$ cat src/rtl/bp_be_dcache_port_arbiter.sv
// D$ port arbiter between the pipeline and the page-table walker.
// Tracks op ownership through TL/TV to steer tags and data-valid.
module bp_be_dcache_port_arbiter #(
    parameter int page_offset_width_p = 12,
    parameter int dpath_width_p = 64,
    parameter int ptag_width_p = 28,
    parameter int starve_limit_p = 4,
    localparam int opcode_width_lp = 4,
    localparam int pkt_width_lp = opcode_width_lp
                                + page_offset_width_p
                                + dpath_width_p
) (
    input  logic                    clk_i,
    input  logic                    reset_n_i,
    input  logic                    pipe_v_i,
    output logic                    pipe_ready_o,
    input  logic [pkt_width_lp-1:0] pipe_pkt_i,
    input  logic [ptag_width_p-1:0] pipe_ptag_i,
    input  logic                    pipe_ptag_v_i,
    input  logic                    ptw_v_i,
    output logic                    ptw_ready_o,
    input  logic [pkt_width_lp-1:0] ptw_pkt_i,
    input  logic [ptag_width_p-1:0] ptw_ptag_i,
    input  logic                    ptw_ptag_v_i,
    input  logic                    ptw_busy_i,
    input  logic                    flush_i,
    output logic                    dcache_v_o,
    output logic [pkt_width_lp-1:0] dcache_pkt_o,
    output logic [ptag_width_p-1:0] dcache_ptag_o,
    output logic                    dcache_ptag_v_o,
    input  logic                    dcache_ready_i,
    input  logic                    dcache_early_v_i,
    output logic                    pipe_early_v_o,
    output logic                    ptw_early_v_o,
    output logic                    ptw_grant_o
);

    localparam int starve_w_lp =
        (starve_limit_p > 1) ? $clog2(starve_limit_p) : 1;
    localparam logic [starve_w_lp-1:0] starve_max_lp =
        starve_w_lp'(starve_limit_p - 1);

    typedef enum logic [1:0] {
        e_idle  = 2'd0,
        e_drain = 2'd1,
        e_lock  = 2'd2
    } state_e;

    state_e state_q, state_d;

    logic [starve_w_lp-1:0] starve_q, starve_d;

    // owner bit: 1 = walker, 0 = pipeline
    logic tl_v_q, tl_v_d;
    logic tl_owner_q, tl_owner_d;
    logic tv_v_q, tv_v_d;
    logic tv_owner_q, tv_owner_d;

    logic ptw_win;
    logic pipe_in_flight;
    logic ptw_in_flight;

    // PTW takes the port when the pipe is idle or has starved it long enough
    always_comb begin
        ptw_win = (state_q == e_idle) & ptw_v_i
                & (~pipe_v_i | (starve_q == starve_max_lp));
        pipe_in_flight = (tl_v_q & ~tl_owner_q)
                       | (tv_v_q & ~tv_owner_q);
        ptw_in_flight = (tl_v_q & tl_owner_q)
                      | (tv_v_q & tv_owner_q);
    end

    // state register
    always_ff @(posedge clk_i or negedge reset_n_i) begin
        if (!reset_n_i) begin
            state_q <= e_idle;
        end else begin
            state_q <= state_d;
        end
    end

    // next-state logic
    always_comb begin
        state_d = state_q;
        unique case (state_q)
            e_idle: begin
                if (ptw_win) state_d = e_drain;
            end
            e_drain: begin
                if (!pipe_in_flight && dcache_ready_i)
                    state_d = e_lock;
            end
            e_lock: begin
                if (!ptw_busy_i && !ptw_v_i && !ptw_in_flight)
                    state_d = e_idle;
            end
            default: state_d = e_idle;
        endcase
    end

    // port outputs; everything is held low while reset is asserted
    always_comb begin
        pipe_ready_o = 1'b0;
        ptw_ready_o = 1'b0;
        dcache_v_o = 1'b0;
        dcache_pkt_o = pipe_pkt_i;
        ptw_grant_o = 1'b0;
        unique case (state_q)
            e_idle: begin
                pipe_ready_o = dcache_ready_i & ~ptw_win;
                dcache_v_o = pipe_v_i & dcache_ready_i & ~ptw_win;
            end
            e_drain: begin
                dcache_v_o = 1'b0;
            end
            e_lock: begin
                ptw_ready_o = dcache_ready_i;
                dcache_v_o = ptw_v_i & dcache_ready_i;
                dcache_pkt_o = ptw_pkt_i;
                ptw_grant_o = 1'b1;
            end
            default: begin
                dcache_v_o = 1'b0;
            end
        endcase

        dcache_ptag_o = '0;
        dcache_ptag_v_o = 1'b0;
        if (tl_v_q) begin
            if (tl_owner_q) begin
                dcache_ptag_o = ptw_ptag_i;
                dcache_ptag_v_o = ptw_ptag_v_i;
            end else begin
                dcache_ptag_o = pipe_ptag_i;
                dcache_ptag_v_o = pipe_ptag_v_i & ~flush_i;
            end
        end

        pipe_early_v_o = dcache_early_v_i & tv_v_q & ~tv_owner_q;
        ptw_early_v_o = dcache_early_v_i & tv_v_q & tv_owner_q;

        if (!reset_n_i) begin
            pipe_ready_o = 1'b0;
            ptw_ready_o = 1'b0;
            dcache_v_o = 1'b0;
            dcache_pkt_o = '0;
            dcache_ptag_o = '0;
            dcache_ptag_v_o = 1'b0;
            pipe_early_v_o = 1'b0;
            ptw_early_v_o = 1'b0;
            ptw_grant_o = 1'b0;
        end
    end

    // starvation counter and TL/TV ownership tracking
    always_comb begin
        starve_d = '0;
        if (state_q == e_idle && ptw_v_i && !ptw_win) begin
            if (starve_q != starve_max_lp)
                starve_d = starve_q + 1'b1;
            else
                starve_d = starve_q;
        end

        tl_v_d = dcache_v_o;
        tl_owner_d = (state_q == e_lock);
        // a flush kills only pipeline ops leaving the tag stage
        tv_v_d = tl_v_q & ~(flush_i & ~tl_owner_q);
        tv_owner_d = tl_owner_q;
    end

    // counter and stage registers
    always_ff @(posedge clk_i or negedge reset_n_i) begin
        if (!reset_n_i) begin
            starve_q <= '0;
            tl_v_q <= 1'b0;
            tl_owner_q <= 1'b0;
            tv_v_q <= 1'b0;
            tv_owner_q <= 1'b0;
        end else begin
            starve_q <= starve_d;
            tl_v_q <= tl_v_d;
            tl_owner_q <= tl_owner_d;
            tv_v_q <= tv_v_d;
            tv_owner_q <= tv_owner_d;
        end
    end

endmodule

$ cat config.mk
export PLATFORM = sky130hd
export DESIGN_NAME = bp_be_dcache_port_arbiter
export DESIGN_NICKNAME = d
export VERILOG_FILES = /design/src/rtl/bp_be_dcache_port_arbiter.sv
export SDC_FILE = /design/constraint.sdc
export NUM_CORES = 1
export LEC_CHECK = 0
export ABC_AREA = 1
export ABC_CLOCK_PERIOD_IN_PS = 1450
export BUFFER_PORTS_ARGS = -buffer_cell sky130_fd_sc_hd__buf_2
export CAP_MARGIN = 10
export CORE_AREA = 2 2 134 136
export DETAILED_ROUTE_END_ITERATION = 10
export DIE_AREA = 0 0 136 138
export PLACE_DENSITY = 0.44
export SETUP_SLACK_MARGIN = 0.1
export SLEW_MARGIN = 20
export SYNTH_ARGS = -nofsm -noshare
export SYNTH_HDL_FRONTEND = slang
export SYNTH_SLANG_ARGS = --single-unit
$ cat constraint.sdc
create_clock -name clk_i -period 1.45 [get_ports clk_i]
set_input_delay 0.2175 -clock clk_i [delete_from_list [all_inputs] [get_ports clk_i]]
set_output_delay 0.2175 -clock clk_i [all_outputs]
set_load 0.03 [all_outputs]
# Word-level counts from Yosys, hierarchy flattened
# Cells that the tools add are included.
[op_classes]
reduce_logical = 12
eq_ne = 8
n_mux = 24
addsub = 1
n_bitwise = 25
[ops]
columns = ["op", "n"]
rows = [
  ["2-to-1 mux 80 bit", 2],
  ["2-to-1 mux 28 bit", 3],
  ["bitwise AND 1 bit", 16],
  ["2-to-1 mux 1 bit", 12],
  ["2-to-1 mux 2 bit", 5],
  ["!= test 2 bit, second input constant", 3],
  ["NOT 1 bit", 6],
  ["case mux 2 bit (3 select lines)", 1],
  ["logical AND 1 bit", 5],
  ["zero test 1 bit", 5],
  ["== test 2 bit, second input constant", 2],
  ["!= test 2 x 1 -> 1 bit, second input constant", 2],
  ["OR 1 bit", 3],
  ["AND reduction 3 bit", 1],
  ["adder 2 x 1 -> 2 bit, second input constant", 1],
  ["== test 2 x 1 -> 1 bit, second input constant", 1],
  ["zero test 2 bit", 1],
  ["case mux 1 bit (2 select lines)", 1],
]
[totals]
reg_bits = 8
out_inout_bits = 115

# Depth between registers and ports, before layout
[depth]
ltp_word = 7
ltp_mapped = 7
mapped_depth_nobuf = 6

# Least setup slack after synthesis
# OpenSTA, ideal clock, no wires.
[synth_path]
path_type = "register -> output"
startpoint = "reg state_q[0]"
endpoint = "out dcache_v_o"
required_ns = 1.233
arrival_time_ns = 1.380
setup_slack_ns = -0.147
path_stages_with_launch = 6
path_cell_list = "dfrtp_1 -> nor2_4 -> buf_6 -> buf_4 -> nand2_1 -> a21oi_1"
[synth_lines]
columns = ["element", "line_no", "rtl"]
rows = [
  ["from (decl)", "49", "state_e state_q, state_d;"],
  ["from (signal assigned)", "76", "state_q <= e_idle;"],
  ["from (signal assigned)", "78", "state_q <= state_d;"],
  ["== test 2 bit", "-", ""],
  ["net tl_owner_d", "55", "logic tl_owner_q, tl_owner_d;"],
  ["case mux 1 bit (2 select lines)", "108", "unique case (state_q)"],
  ["2-to-1 mux 1 bit", "142", "if (!reset_n_i) begin"],
  ["to (decl)", "27", "output logic dcache_v_o,"],
]
# The timed path passes the listed nets, and every way through them passes these cells.

# Final worst setup path
[layout_path]
startpoint = "reg state_q[1]"
endpoint = "out dcache_pkt_o[57]"
[layout_between]
elab_chain_cells = 3
[layout_rtl]
columns = ["element", "line_no", "rtl"]
rows = [
  ["== test 2 bit", "108", ""],
  ["2-to-1 mux 80 bit", "108", ""],
  ["2-to-1 mux 80 bit", "142", ""],
  ["to (decl)", "28", "output logic [pkt_width_lp-1:0] dcache_pkt_o,"],
]
# No other way between the ends.

==> results.toml <==
[timing]
worst_slew_pin_slew_ns = 0.2839
setup_violations = 113
layout_setup_ws_ns = -0.3291
setup_tns_ns = -29.85
period_needed_ns = 1.779
clock.fmax_ghz = 0.5621
fin_skew_ns = 0.0003864
timing.final.hold_violations = 0
max_slew_margin_pct = 81.03
report.final.slew_viol_count = 0
rsz0062_at_grt = "yes"
min_period_over_period_pct = 122.7

[setup_path]
end_kind = "primary output"
crit_path_max_fanout = 16
criticalPathCategory = "flip-flop to primary output"
ff2ff_setup_slack_ns = 0.19
rr_worst_depth = 6
worst_setup_path_start_kind = "flip-flop"
worstPathRequired_ns = 1.23
arrival_ns = 1.56

[yosys]
synth_simple_gate_area_share_pct = 48.60
syn_inst = 416
ys_ff_latch = 8
synth_top_family_by_area = "simple AND/OR/NAND/NOR gates"
synth_xor_area_share_pct = 0
synth-compound-area-share_pct = 28.61
ys_seq_area_share_pct = 10.22
syn_nets = 643
ys_warn_count = 0
synthMuxAreaShare_pct = 0
synth_area_sq_um = 1959
ys_types = 20
synthAdderAreaFrac_pct = 0.6386
avgSynthCellArea_sq_um = 4.710

[route]
wl_per_cell_microns = 15.29
drt_iter0_markers = 98
vias = 4236
drt-pass1-iter-count = 4
vias_per_cell = 4.202
drc_errors = 0
drt_wl_total_mm = 15.41
ant_nets = 0

[cells_and_area]
final_common_cell = "buf_2"
final_nets = 1008
area_growth_pct = 252.2
layout_common_cells = "buf_2, buf_6, nor2_4, nor2_2, nand2_1"
drive_above_1_share_pct = 86.26
antenna_cells = 0
final_cells = 1008

[die]
pin_count = 341
fp-row-count = 49
die_area_sq_um = 18770
die_x_microns = 136
coreArea_sq_um = 17530
start_util_pct = 11.17
die_y_microns = 138

[power_and_ir_drop]
ir_worst_vdd_mv = 0.6416
power_leakage_nw = 3.074
power.density_nw_per_um2 = 1228
total_power_mw = 8.473

[run_status]
failed_checks = "setup timing"
status = "finished, violations left"

[hold_path]
hold_class = "primary input to async pin"

[placed_design]
dp.cells = 983
place_congestion = 0.8482
place_ws_ns = -0.1468
port_buffers = 340
hpwl_mm = 10.19

[grt]
overflow = 0
grt_max_degree = 51
grt_pass1_vias = 4001
track_usage_pct = 12.76
grt_pass1_wl_mm = 19.60
antenna_found_initial = 0

[clocking]
clkLatencyLatePin_ns = 0.23
cts_made_buffers = 3
cts.htree.levels = 1
cts_root_buf = "clkbuf_16"
clk_pin_slew_ns = 0.03
cts_buffer_depth = 2
clkSinkCount = 8
tritoncts = "built"

[run]
drv_cap = 0
[logic make-up after synthesis]
family / after synthesis
flip-flops: 8
adder cells (fa/ha/maj): 1
AO/OA/AOI/OAI: 112
buffers and inverters: 48
AND/OR/NAND/NOR: 247
[layer usage]
| metal | vias up | part of all wire (%) | wire length (microns) | GRT usage (%) |
|---|---|---|---|---|
| met2 | 198 | 54 | 8366 | 24.52 |
| met5 | - | 0 | 0 | 0 |
| li1 | 2057 | - | - | - |
| met3 | 21 | 6.3 | 966 | 2.090 |
| met1 | 1960 | 38 | 5814 | 14.59 |
| met4 | 0 | 1.7 | 265 | 2.467 |
[state kept, by name, indices dropped and copies added (netlist names)]
signal,flops
state_q,2
tv_owner_q,1
starve_q,2
tl_v_q,1
tl_owner_q,1
tv_v_q,1
[final cells by class]
type,instances,area [sq um]
inverter,13,58.81
multi-input combinational,360,3095
sequential,8,200.2
clock buffer,3,75.07
timing repair buffer,395,3184
tap,229,286.5
fill,1790,10630
[synthesized netlist by cell type (all sizes together)]
cell      n  area [sq um]
a21oi    30         150.1
buf      23         128.9
clkbuf   12         56.30
dfrtp     8         200.2
ha        1         12.51
inv      13         48.80
nand2    70         262.8
nand3     3         15.01
nand3b    1         7.510
nor2    168         638.1
nor3      2         10.01
nor4      2         12.51
o21ai    82         410.4
or2       1         6.260
[worst max-delay path, cell delays in order (launching register included)]
cell       delay [ns]
dfrtp_1          0.34
inv_2            0.06
nor2_4           0.17
buf_6            0.15
inv_8            0.06
clkbuf_16        0.20
nor2_2           0.14
nor2_4           0.04
buf_4            0.16
[per-stage QoR]
| stage | util, % | cell area, sq um | hold WS (ns) |
|---|---|---|---|
| finish | 39.35 | 6900 | 0.07159 |
| detailed placement | 27.79 | 4873 | 0.2563 |
| CTS | 30.95 | 5426 | 0.01867 |
| global placement | 27.79 | 4873 | 0.2668 |
| floorplan | - | 2730 | -0.07809 |
| global route | 39.35 | 6900 | 0.09748 |
[power breakdown]
| part | internal [mW] | leakage (nW) | switching [mW] | total, mW |
|---|---|---|---|---|
| logic | 3.32 | 2.93 | 4.37 | 7.69 |
| clock network | 0.354 | 0.0370 | 0.0964 | 0.451 |
| registers | 0.286 | 0.108 | 0.0512 | 0.337 |
[final timing paths]
path | start | end
hold / removal | reset_n_i | starve_q[1]
hold reg to reg | starve_q[0] | starve_q[0]
setup / recovery | state_q[1] | dcache_pkt_o[57]
setup reg to reg | tl_owner_q | state_q[1]
min in group clk_i | flush_i | tv_v_q
max in group asynchronous | reset_n_i | tv_owner_q
[repair_timing]
| item | in CTS | in global routing |
|---|---|---|
| gates resized for setup | 158 | 365 |
| endpoints found under the setup margin | 113 | 115 |
| pin swaps | 0 | 52 |
| cloned | 0 | 13 |
| setup buffers | 1 | 8 |
| hold buffers | 0 | 0 |
(Power assumes the default switching activity.)
